### config.mk
export PLATFORM = sky130hd
export DESIGN_NAME = uart_tx_buffered
export DESIGN_NICKNAME = d
export VERILOG_FILES = /design/src/rtl/uart_tx_buffered.sv
export SDC_FILE = /design/constraint.sdc
export NUM_CORES = 1
export LEC_CHECK = 0
export BUFFER_PORTS_ARGS = -buffer_cell sky130_fd_sc_hd__clkbuf_2
export CORE_UTILIZATION = 46
export CTS_BUF_LIST = sky130_fd_sc_hd__clkbuf_8
export CTS_CLUSTER_SIZE = 8
export DETAILED_ROUTE_END_ITERATION = 6
export GPL_TIMING_DRIVEN = 0
export PLACE_DENSITY_LB_ADDON = 0.25
export SKIP_CTS_REPAIR_TIMING = 1
export SYNTH_ARGS = -nofsm -noshare
export SYNTH_HDL_FRONTEND = slang
export SYNTH_SLANG_ARGS = --single-unit
### constraint.sdc
create_clock -name clk -period 3.1 [get_ports clk]
set_input_delay 0.31 -clock clk [delete_from_list [all_inputs] [get_ports clk]]
set_output_delay 0.31 -clock clk [all_outputs]
set_load 0.005 [all_outputs]
### src/rtl/uart_tx_buffered.sv
// rtl/uart_tx_buffered.sv - buffered UART transmitter with baud divider and TX FIFO
//
// Purpose: queues words written at clock rate and sends them as UART frames
//          (start, DATA_BITS LSB first, optional parity, STOP_BITS stop bits).
//          Frames leave back-to-back while words are queued.
// Optional feature macro: UART_TX_BREAK_EN (adds brk input and BREAK state).
// Ports:
//   clk       clock
//   rst       asynchronous active-high reset
//   wr_en     push wr_data this cycle
//   wr_data   word to transmit, LSB first
//   full      FIFO holds 2^FIFO_AW words
//   level     words queued, excluding the frame on the wire
//   overflow  one-cycle pulse after a write attempted while full
//   busy      high while a frame is in progress or words are queued
//   tx        registered serial line, idle high
//   brk       break request, honoured only in IDLE (UART_TX_BREAK_EN only)
module uart_tx_buffered #(
   parameter int DATA_BITS    = 8,
   parameter int PARITY       = 1,
   parameter int STOP_BITS    = 1,
   parameter int CLKS_PER_BIT = 16,
   parameter int FIFO_AW      = 4
) (
   input  logic                 clk,
   input  logic                 rst,
   input  logic                 wr_en,
   input  logic [DATA_BITS-1:0] wr_data,
   output logic                 full,
   output logic [FIFO_AW:0]     level,
   output logic                 overflow,
   output logic                 busy,
   output logic                 tx
`ifdef UART_TX_BREAK_EN
   ,
   input  logic                 brk
`endif
);

   localparam int               DEPTH      = 1 << FIFO_AW;
   localparam int               CW         = (CLKS_PER_BIT > 1) ? $clog2(CLKS_PER_BIT) : 1;
   localparam logic [CW-1:0]    CNT_MAX    = CW'(CLKS_PER_BIT - 1);
   localparam logic [3:0]       LAST_DATA  = 4'(DATA_BITS - 1);
   localparam logic [3:0]       LAST_STOP  = 4'(STOP_BITS - 1);
   localparam logic [FIFO_AW:0] LEVEL_FULL = {1'b1, {FIFO_AW{1'b0}}};
   localparam logic             PAR_ODD    = (PARITY == 2);

   typedef enum logic [2:0] {
      S_IDLE,
      S_START,
      S_DATA,
      S_PARITY,
      S_STOP
`ifdef UART_TX_BREAK_EN
      ,
      S_BREAK
`endif
   } state_t;

   logic [DATA_BITS-1:0] mem_q [DEPTH];
   logic [FIFO_AW-1:0]   wptr_q, rptr_q;
   logic [FIFO_AW:0]     level_q;
   logic                 overflow_q;
   state_t               state_q, state_d;
   logic [CW-1:0]        cnt_q, cnt_d;
   logic [3:0]           idx_q, idx_d;
   logic [DATA_BITS-1:0] shift_q, shift_d;
   logic                 par_q, par_d;
   logic                 tx_q, tx_d;
   logic                 push, pop, bit_done;
   logic [DATA_BITS-1:0] rd_word;

   assign full     = (level_q == LEVEL_FULL);
   assign level    = level_q;
   assign overflow = overflow_q;
   assign busy     = (state_q != S_IDLE) || (level_q != '0);
   assign tx       = tx_q;
   assign push     = wr_en && !full;
   assign rd_word  = mem_q[rptr_q];
   assign bit_done = (cnt_q == CNT_MAX);

   // FIFO storage is deliberately left unreset.
   always_ff @(posedge clk) begin
      if (push) begin
         mem_q[wptr_q] <= wr_data;
      end
   end

   always_ff @(posedge clk or posedge rst) begin
      if (rst) begin
         wptr_q     <= '0;
         rptr_q     <= '0;
         level_q    <= '0;
         overflow_q <= 1'b0;
         state_q    <= S_IDLE;
         cnt_q      <= '0;
         idx_q      <= '0;
         shift_q    <= '0;
         par_q      <= 1'b0;
         tx_q       <= 1'b1;
      end else begin
         if (push) wptr_q <= wptr_q + 1'b1;
         if (pop)  rptr_q <= rptr_q + 1'b1;
         case ({push, pop})
            2'b10:   level_q <= level_q + 1'b1;
            2'b01:   level_q <= level_q - 1'b1;
            default: level_q <= level_q;
         endcase
         overflow_q <= wr_en && full;
         state_q    <= state_d;
         cnt_q      <= cnt_d;
         idx_q      <= idx_d;
         shift_q    <= shift_d;
         par_q      <= par_d;
         tx_q       <= tx_d;
      end
   end

   always_comb begin
      state_d = state_q;
      cnt_d   = bit_done ? '0 : cnt_q + 1'b1;
      idx_d   = idx_q;
      shift_d = shift_q;
      par_d   = par_q;
      pop     = 1'b0;
      tx_d    = 1'b1;

      case (state_q)
         S_IDLE: begin
            cnt_d = '0;
            idx_d = '0;
`ifdef UART_TX_BREAK_EN
            if (brk) state_d = S_BREAK;
            else
`endif
            if (level_q != '0) begin
               pop     = 1'b1;
               shift_d = rd_word;
               par_d   = (^rd_word) ^ PAR_ODD;
               state_d = S_START;
            end
         end
         S_START: begin
            if (bit_done) begin
               idx_d   = '0;
               state_d = S_DATA;
            end
         end
         S_DATA: begin
            if (bit_done) begin
               shift_d = shift_q >> 1;
               if (idx_q == LAST_DATA) begin
                  idx_d   = '0;
                  state_d = (PARITY != 0) ? S_PARITY : S_STOP;
               end else begin
                  idx_d = idx_q + 1'b1;
               end
            end
         end
         S_PARITY: begin
            if (bit_done) begin
               idx_d   = '0;
               state_d = S_STOP;
            end
         end
         S_STOP: begin
            if (bit_done) begin
               if (idx_q == LAST_STOP) begin
                  idx_d = '0;
                  // Chain straight into the next start bit when more data waits.
                  if (level_q != '0) begin
                     pop     = 1'b1;
                     shift_d = rd_word;
                     par_d   = (^rd_word) ^ PAR_ODD;
                     state_d = S_START;
                  end else begin
                     state_d = S_IDLE;
                  end
               end else begin
                  idx_d = idx_q + 1'b1;
               end
            end
         end
`ifdef UART_TX_BREAK_EN
         S_BREAK: begin
            cnt_d = '0;
            if (!brk) begin
               idx_d   = '0;
               state_d = S_STOP;
            end
         end
`endif
         default: state_d = S_IDLE;
      endcase

      // tx is registered from the next state so the pin lines up with state_q.
      case (state_d)
         S_START:  tx_d = 1'b0;
         S_DATA:   tx_d = shift_d[0];
         S_PARITY: tx_d = par_d;
`ifdef UART_TX_BREAK_EN
         S_BREAK:  tx_d = 1'b0;
`endif
         default:  tx_d = 1'b1;
      endcase
   end

endmodule
## Yosys cells after proc, flatten, opt, wreduce, memory -nomap -nowiden

Memory sizes are Yosys's and may differ from the RTL's.
Cells that the tools add are included.

| word-level totals | value |
|---|---|
| flip-flop bits (word level) | 35 |
| memory bits (writable) | 128 |
| input port bits | 11 |
| output and inout port bits | 9 |
| word-level logic and storage cells | 83 |
| memories | 1 |

| operators by class | value |
|---|---|
| add/sub/neg operators | 6 |
| equal/unequal tests | 16 |
| multiplexer cells | 34 |
| reductions and logical operators | 15 |

Memory list:

| memory | words | width | read ports | clocked after memory_dff | wr ports | line | text |
|---|---|---|---|---|---|---|---|
| mem_q | 16 | 8 | 1 | 0 | 1 | 60 | `logic [DATA_BITS-1:0] mem_q [DEPTH];` |

Operators with widths:

| operator | number |
|---|---|
| $mux W8 | 4 |
| $mux W4 | 7 |
| $pmux W8 S3 | 1 |
| $mux W3 | 7 |
| $add A4 B1 Y4 const B | 4 |
| $pmux W4 S4 | 1 |
| $pmux W3 S5 | 1 |
| $eq A3 B2 Y1 const B | 4 |
| $pmux W5 S2 | 1 |
| $mux W1 | 9 |
| $reduce_and A4 Y1 | 2 |
| $reduce_xor A8 Y1 | 1 |
| $eq A3 B1 Y1 const B | 2 |
| $ne A2 B2 Y1 const B | 3 |
| $reduce_bool A3 Y1 | 2 |
| $add A5 B1 Y5 const B | 1 |
| $eq A5 B5 Y1 const B | 1 |
| $reduce_bool A5 Y1 | 1 |
| $sub A5 B1 Y5 const B | 1 |
| $eq A4 B3 Y1 const B | 1 |
| $eq A4 B4 Y1 const B | 1 |
| $logic_not A4 Y1 | 1 |
| $pmux W1 S2 | 2 |
| $reduce_bool A4 Y1 | 1 |
| other kinds (11) | 12 |

## Logic depth before layout (Yosys ltp)

| depth | value |
|---|---|
| depth after elaboration | 7 |
| mapped depth | 15 |
| mapped depth without buffers | 14 |

## Worst setup path before layout

OpenSTA, ideal clock, no wires.

| timing | value |
|---|---|
| path type | reg2reg |
| start point | reg idx_q[0] |
| end point | reg level_q[4] (netlist: level[4]) |
| setup time | 0.126 ns |
| arrival | 3.105 ns |
| data required time | 2.974 ns |
| setup slack | -0.131 ns |
| cell stages (with the launch flop) | 16 |
| path buffers | 1 |
| period minus slack after synthesis | 3.231 ns |
| path through | dfrtp_1 inv_1 ha_1 nor3b_1 nand2_1 a2111oi_2 buf_2 ha_1 inv_1 fa_1 inv_1 a21o_1 a21oi_1 xnor2_1 nor2_1 xor2_1 |

| between the ends | value |
|---|---|
| cells in the longest elaborated chain, start to end | 6 |
| elaborated cells between the ends (all ways) | 8 |
| classes of those cells | eq/ne (2); mux (4); reduce/logical (2) |

Ends and longest elaborated chain:

| what | line | text |
|---|---|---|
| start, declared | 66 | `logic [3:0] idx_q, idx_d;` |
| start signal, assigned | 112 | `idx_q <= idx_d;` |
| $logic_not A4 Y1 (*) | 168 | `if (idx_q == LAST_STOP) begin` |
| $mux W1 (*) | 168 |  |
| $mux W1 (*) | 167 | `if (bit_done) begin` |
| $pmux W1 S2 (*) | 128 | `case (state_q)` |
| named net pop | 70 | `logic push, pop, bit_done;` |
| $eq A2 B1 Y1 / $eq A2 B2 Y1 (equally long branches) | 104 | `case ({push, pop})` |
| $pmux W5 S2 / $reduce_bool A2 Y1 (equally long branches) | -- |  |
| end signal, assigned | 105 | `2'b10: level_q <= level_q + 1'b1;` |
| end signal, assigned | 106 | `2'b01: level_q <= level_q - 1'b1;` |
| end signal, assigned | 107 | `default: level_q <= level_q;` |
| end, declared | 62 | `logic [FIFO_AW:0] level_q;` |

The timed path passes the listed nets; every way through them passes the cells marked *.
A chain may end at the register's enable or synchronous reset.

## Worst setup path after layout

Ends and elaborated chain as after synthesis.

==> metrics.md <==
| Metric | Value |
|---|---|
| Total wire length after detailed routing | `12.88 mm` |
| Fin nets | `~470` |
| Area of the multi-input gates | `1947 sq um` |
| Number of standard cells after synthesis | `403` |
| Run status | `finished with violations` |
| Number of synthesized flops with an enable pin | `roughly 130` |
| Slew of the pin with the lowest slew margin | `1.221 ns` |
| Via Count | `3,601` |
| DR WL/cell | `20.06 um` |
| Core ar. | `14,480 sq um` |
| Number of vias per cell after detailed routing | `5.609` |
| TritonCTS buffer count | `17` |
| Area contributors post-synth | `sky130_fd_sc_hd__edfxtp_1 (56%), sky130_fd_sc_hd__dfrtp_1 (12%), sky130_fd_sc_hd__mux4_2 (6.9%), sky130_fd_sc_hd__mux4_1 (4.2%), sky130_fd_sc_hd__ha_1 (2.2%)` |
| Die footprint | `15,320 sq um` |
| Clock tree from TritonCTS | `built` |
| Seq/Total Area, Yosys | `0.6922` |
| Violations in the final reports | `hold timing` |
| Post-synthesis cell area | `6820 sq um` |
| Number of detailed-routing iterations run before antenna repair | `5` |
| Starting Density | `0.4711` |
| Placed Instance Area | `between 7000 and 8000 sq um` |
| Syn-to-layout area delta | `11.50%` |
| Fill cell total of the finished layout | `1,145` |
| Width of the die | `123.8 um` |
| Worst hold-check path type | `input pin to asynchronous set/reset pin` |
| Overall power consumption | `slightly below 7 mW` |
| Data arrival time of the critical path | `~3.3 ns` |
| Yosys top cell area share | `0.5636` |
| Clock sink count | `163` |
| Worst Path Max Fanout | `4` |
| Design Area, Final | `7605 sq um` |
| Wire length of the first global-routing pass | `slightly below 20 mm` |
| Clock Skews | `0.01196 ns` |
| Clock tree buffer depth | `2` |
| DRC errors left | `0` |
| Post-DRT Antenna Nets | `0` |
| Fraction of registers with async set/reset | `0.2147` |
| Average cell area after synthesis | `~17 sq um` |
| Clock root cell | `sky130_fd_sc_hd__clkbuf_8` |
| Vias in the first global route | `3,469` |
| Highest-count cells in the layout ignoring fill and taps | `sky130_fd_sc_hd__edfxtp_1 (128), sky130_fd_sc_hd__dfrtp_1 (34), sky130_fd_sc_hd__nand2_1 (25)` |
| Post-synthesis cell type count | `45` |
| Clock latency on the worst-skew pair | `0.45 ns` |
| Initial antenna violation count | `0` |
| Synthesized netlist net count | `between 400 and 500` |
| Pin count of the biggest net entering global routing | `36` |
| Final Max Tran Viols | `0` |
| Half-perimeter wire length of the detailed placement result | `around 8.4 mm` |
| Seq. cell area | `4721 sq um` |
| Critical setup path kind | `flop to flop` |
| DRC marker count from the first detailed-route iteration | `301` |
| Deepest level of the CTS H-tree | `4` |
| Kind of start point of the critical path | `flop` |
| Category of the worst setup path capture point | `flop` |
| Clock slew seen by the registers of the worst setup and hold paths | `around 0.090 ns` |
| Floorplan row count | `44` |
| Final-report hold violation count | `34` |
| Die height | `123.8 um` |
| Power density relative to cell area | `around 900 nW/um^2` |
| # diodes | `0` |
| Number of max-capacitance violations reported | `0` |
| Number of flip-flops and latches in the synthesized netlist | `~160` |
| Share of layout cells above drive strength 1 | `0.2140` |
| Fmax | `342.7 MHz` |
| Cell leakage power | `2.745 nW` |
| Sum of overflow across all layers after global routing | `0` |
| Number of setup violations in the final report | `0` |
| GRT Overall Usage | `0.1847` |
| Req. time, crit path | `3.44 ns` |
| Library cell occupying the most area in the post-synthesis netlist | `sky130_fd_sc_hd__edfxtp_1` |
| Number of buffers inserted by port buffering | `19` |
| Ports | `20` |
| Peak ir drop on the vdd network | `624.7 uV` |
| Hold_ws | `-0.03309 ns` |
| Flip-flop cell with the highest count after synthesis | `sky130_fd_sc_hd__edfxtp_1` |
| Global placement routability congestion | `roughly 0.79` |
| Portion of the clock cycle consumed by the worst path in the final layout | `0.9413` |
| Most common cell after layout, fill and taps aside | `sky130_fd_sc_hd__edfxtp_1` |
| Number of warnings issued by yosys | `0` |
| Worst slew margin relative to its limit | `0.1798` |
| Minimum period implied by the final worst setup slack | `2.918 ns` |
[kinds of logic after synthesis]
kind of cell / share of synthesized area
AO/OA/AOI/OAI: 0.05229
AND/OR/NAND/NOR: 0.05852
buffers and inverters: 0.03009
flip-flops: 0.6922
multiplexers: 0.1150
XOR/XNOR: 0.02697
adder cells (fa/ha/maj): 0.02495
[power breakdown]
part           internal [mW]  switching, mW
registers               2.73          0.178
logic                   1.16           1.35
clock network          0.642          0.794
total                   4.53           2.33
[worst max-delay path, cell delays in order, from the launching register on]
cell	delay [ns]
sky130_fd_sc_hd__dfrtp_1	0.41
sky130_fd_sc_hd__inv_1	0.10
sky130_fd_sc_hd__ha_1	0.18
sky130_fd_sc_hd__nor3b_4	0.23
sky130_fd_sc_hd__nand2_2	0.12
sky130_fd_sc_hd__a2111oi_4	0.40
sky130_fd_sc_hd__buf_6	0.18
sky130_fd_sc_hd__ha_4	0.15
sky130_fd_sc_hd__inv_1	0.07
sky130_fd_sc_hd__fa_1	0.39
sky130_fd_sc_hd__inv_1	0.07
sky130_fd_sc_hd__a21o_1	0.11
sky130_fd_sc_hd__a21oi_1	0.07
sky130_fd_sc_hd__xnor2_1	0.14
sky130_fd_sc_hd__nor2_1	0.06
sky130_fd_sc_hd__xor2_1	0.15
[cells in the mapped netlist (all sizes together) (2+ instances only)]
cell type / number
buf: 11
nor2: 23
a22oi: 17
a22o: 2
nor3: 11
nor2b: 4
clkdlybuf4s25: 3
a21oi: 7
and2: 2
clkbuf: 6
nand2b: 6
inv: 18
xor2: 6
nand3: 4
nand2: 26
nand4: 2
mux4: 32
and3: 3
mux2: 2
edfxtp: 128
dfrtp: 34
o21ai: 6
a21o: 2
nor4: 2
xnor2: 15
ha: 12
a222oi: 6
[worst paths after layout]
kind | end | slack [ns] | start | cells after the start
setup / recovery | level[4] | 0.18 | idx_q[0] | 15
hold / removal | cnt_q[2] | -0.03 | rst | 2
setup reg to reg | level[4] | 0.18 | idx_q[0] | 15
hold reg to reg | cnt_q[0] | 0.49 | cnt_q[0] | 1
max in group asynchronous | rptr_q[1] | 2.65 | rst | 2
min in group clk | overflow | 0.11 | wr_en | 2
[metrics by stage]
stage / setup slack, ns / util / TNS, ns / std cells / hold slack, ns
floorplan: 0.01191 / - / 0 / 403 / 0.4089
global placement: -0.4471 / 0.4944 / -0.7427 / 606 / 0.4549
detailed placement: -0.4838 / 0.4944 / -0.9139 / 606 / 0.4666
CTS: -0.5081 / 0.5200 / -1.002 / 638 / 0.09326
global route: -0.02259 / 0.5252 / -0.02259 / 642 / 0.02652
finish: 0.1821 / 0.5252 / 0 / 642 / -0.03309
[routing by layer]
layer	wire length, um	up-vias	global-route usage	part of all wire
li1	-	1653	-	-
met1	5717	1837	0.2567	0.44
met2	6278	95	0.2840	0.49
met3	675	16	0.04808	0.052
met4	204	0	0.06099	0.016
met5	0	-	0	0
[layout make-up]
type,instances,share of cell area
Sequential cell,163,0.6208
Multi-Input combinational cell,202,0.2560
Clock buffer,17,0.03077
Tap cell,184,0.03027
Buffer,20,0.01892
Clock inverter,15,0.01793
Timing Repair Buffer,23,0.01645
Inverter,18,0.008885
[state kept, by name (all words and copies together), names as in the netlist]
register and flops:
cnt_q 4, idx_q 4, level 5, mem_q 128
overflow 1, par_q 1, rptr_q 4, shift_q 8
state_q 3, tx 1, wptr_q 4
No activity file was read; power rests on OpenSTA's default activity.
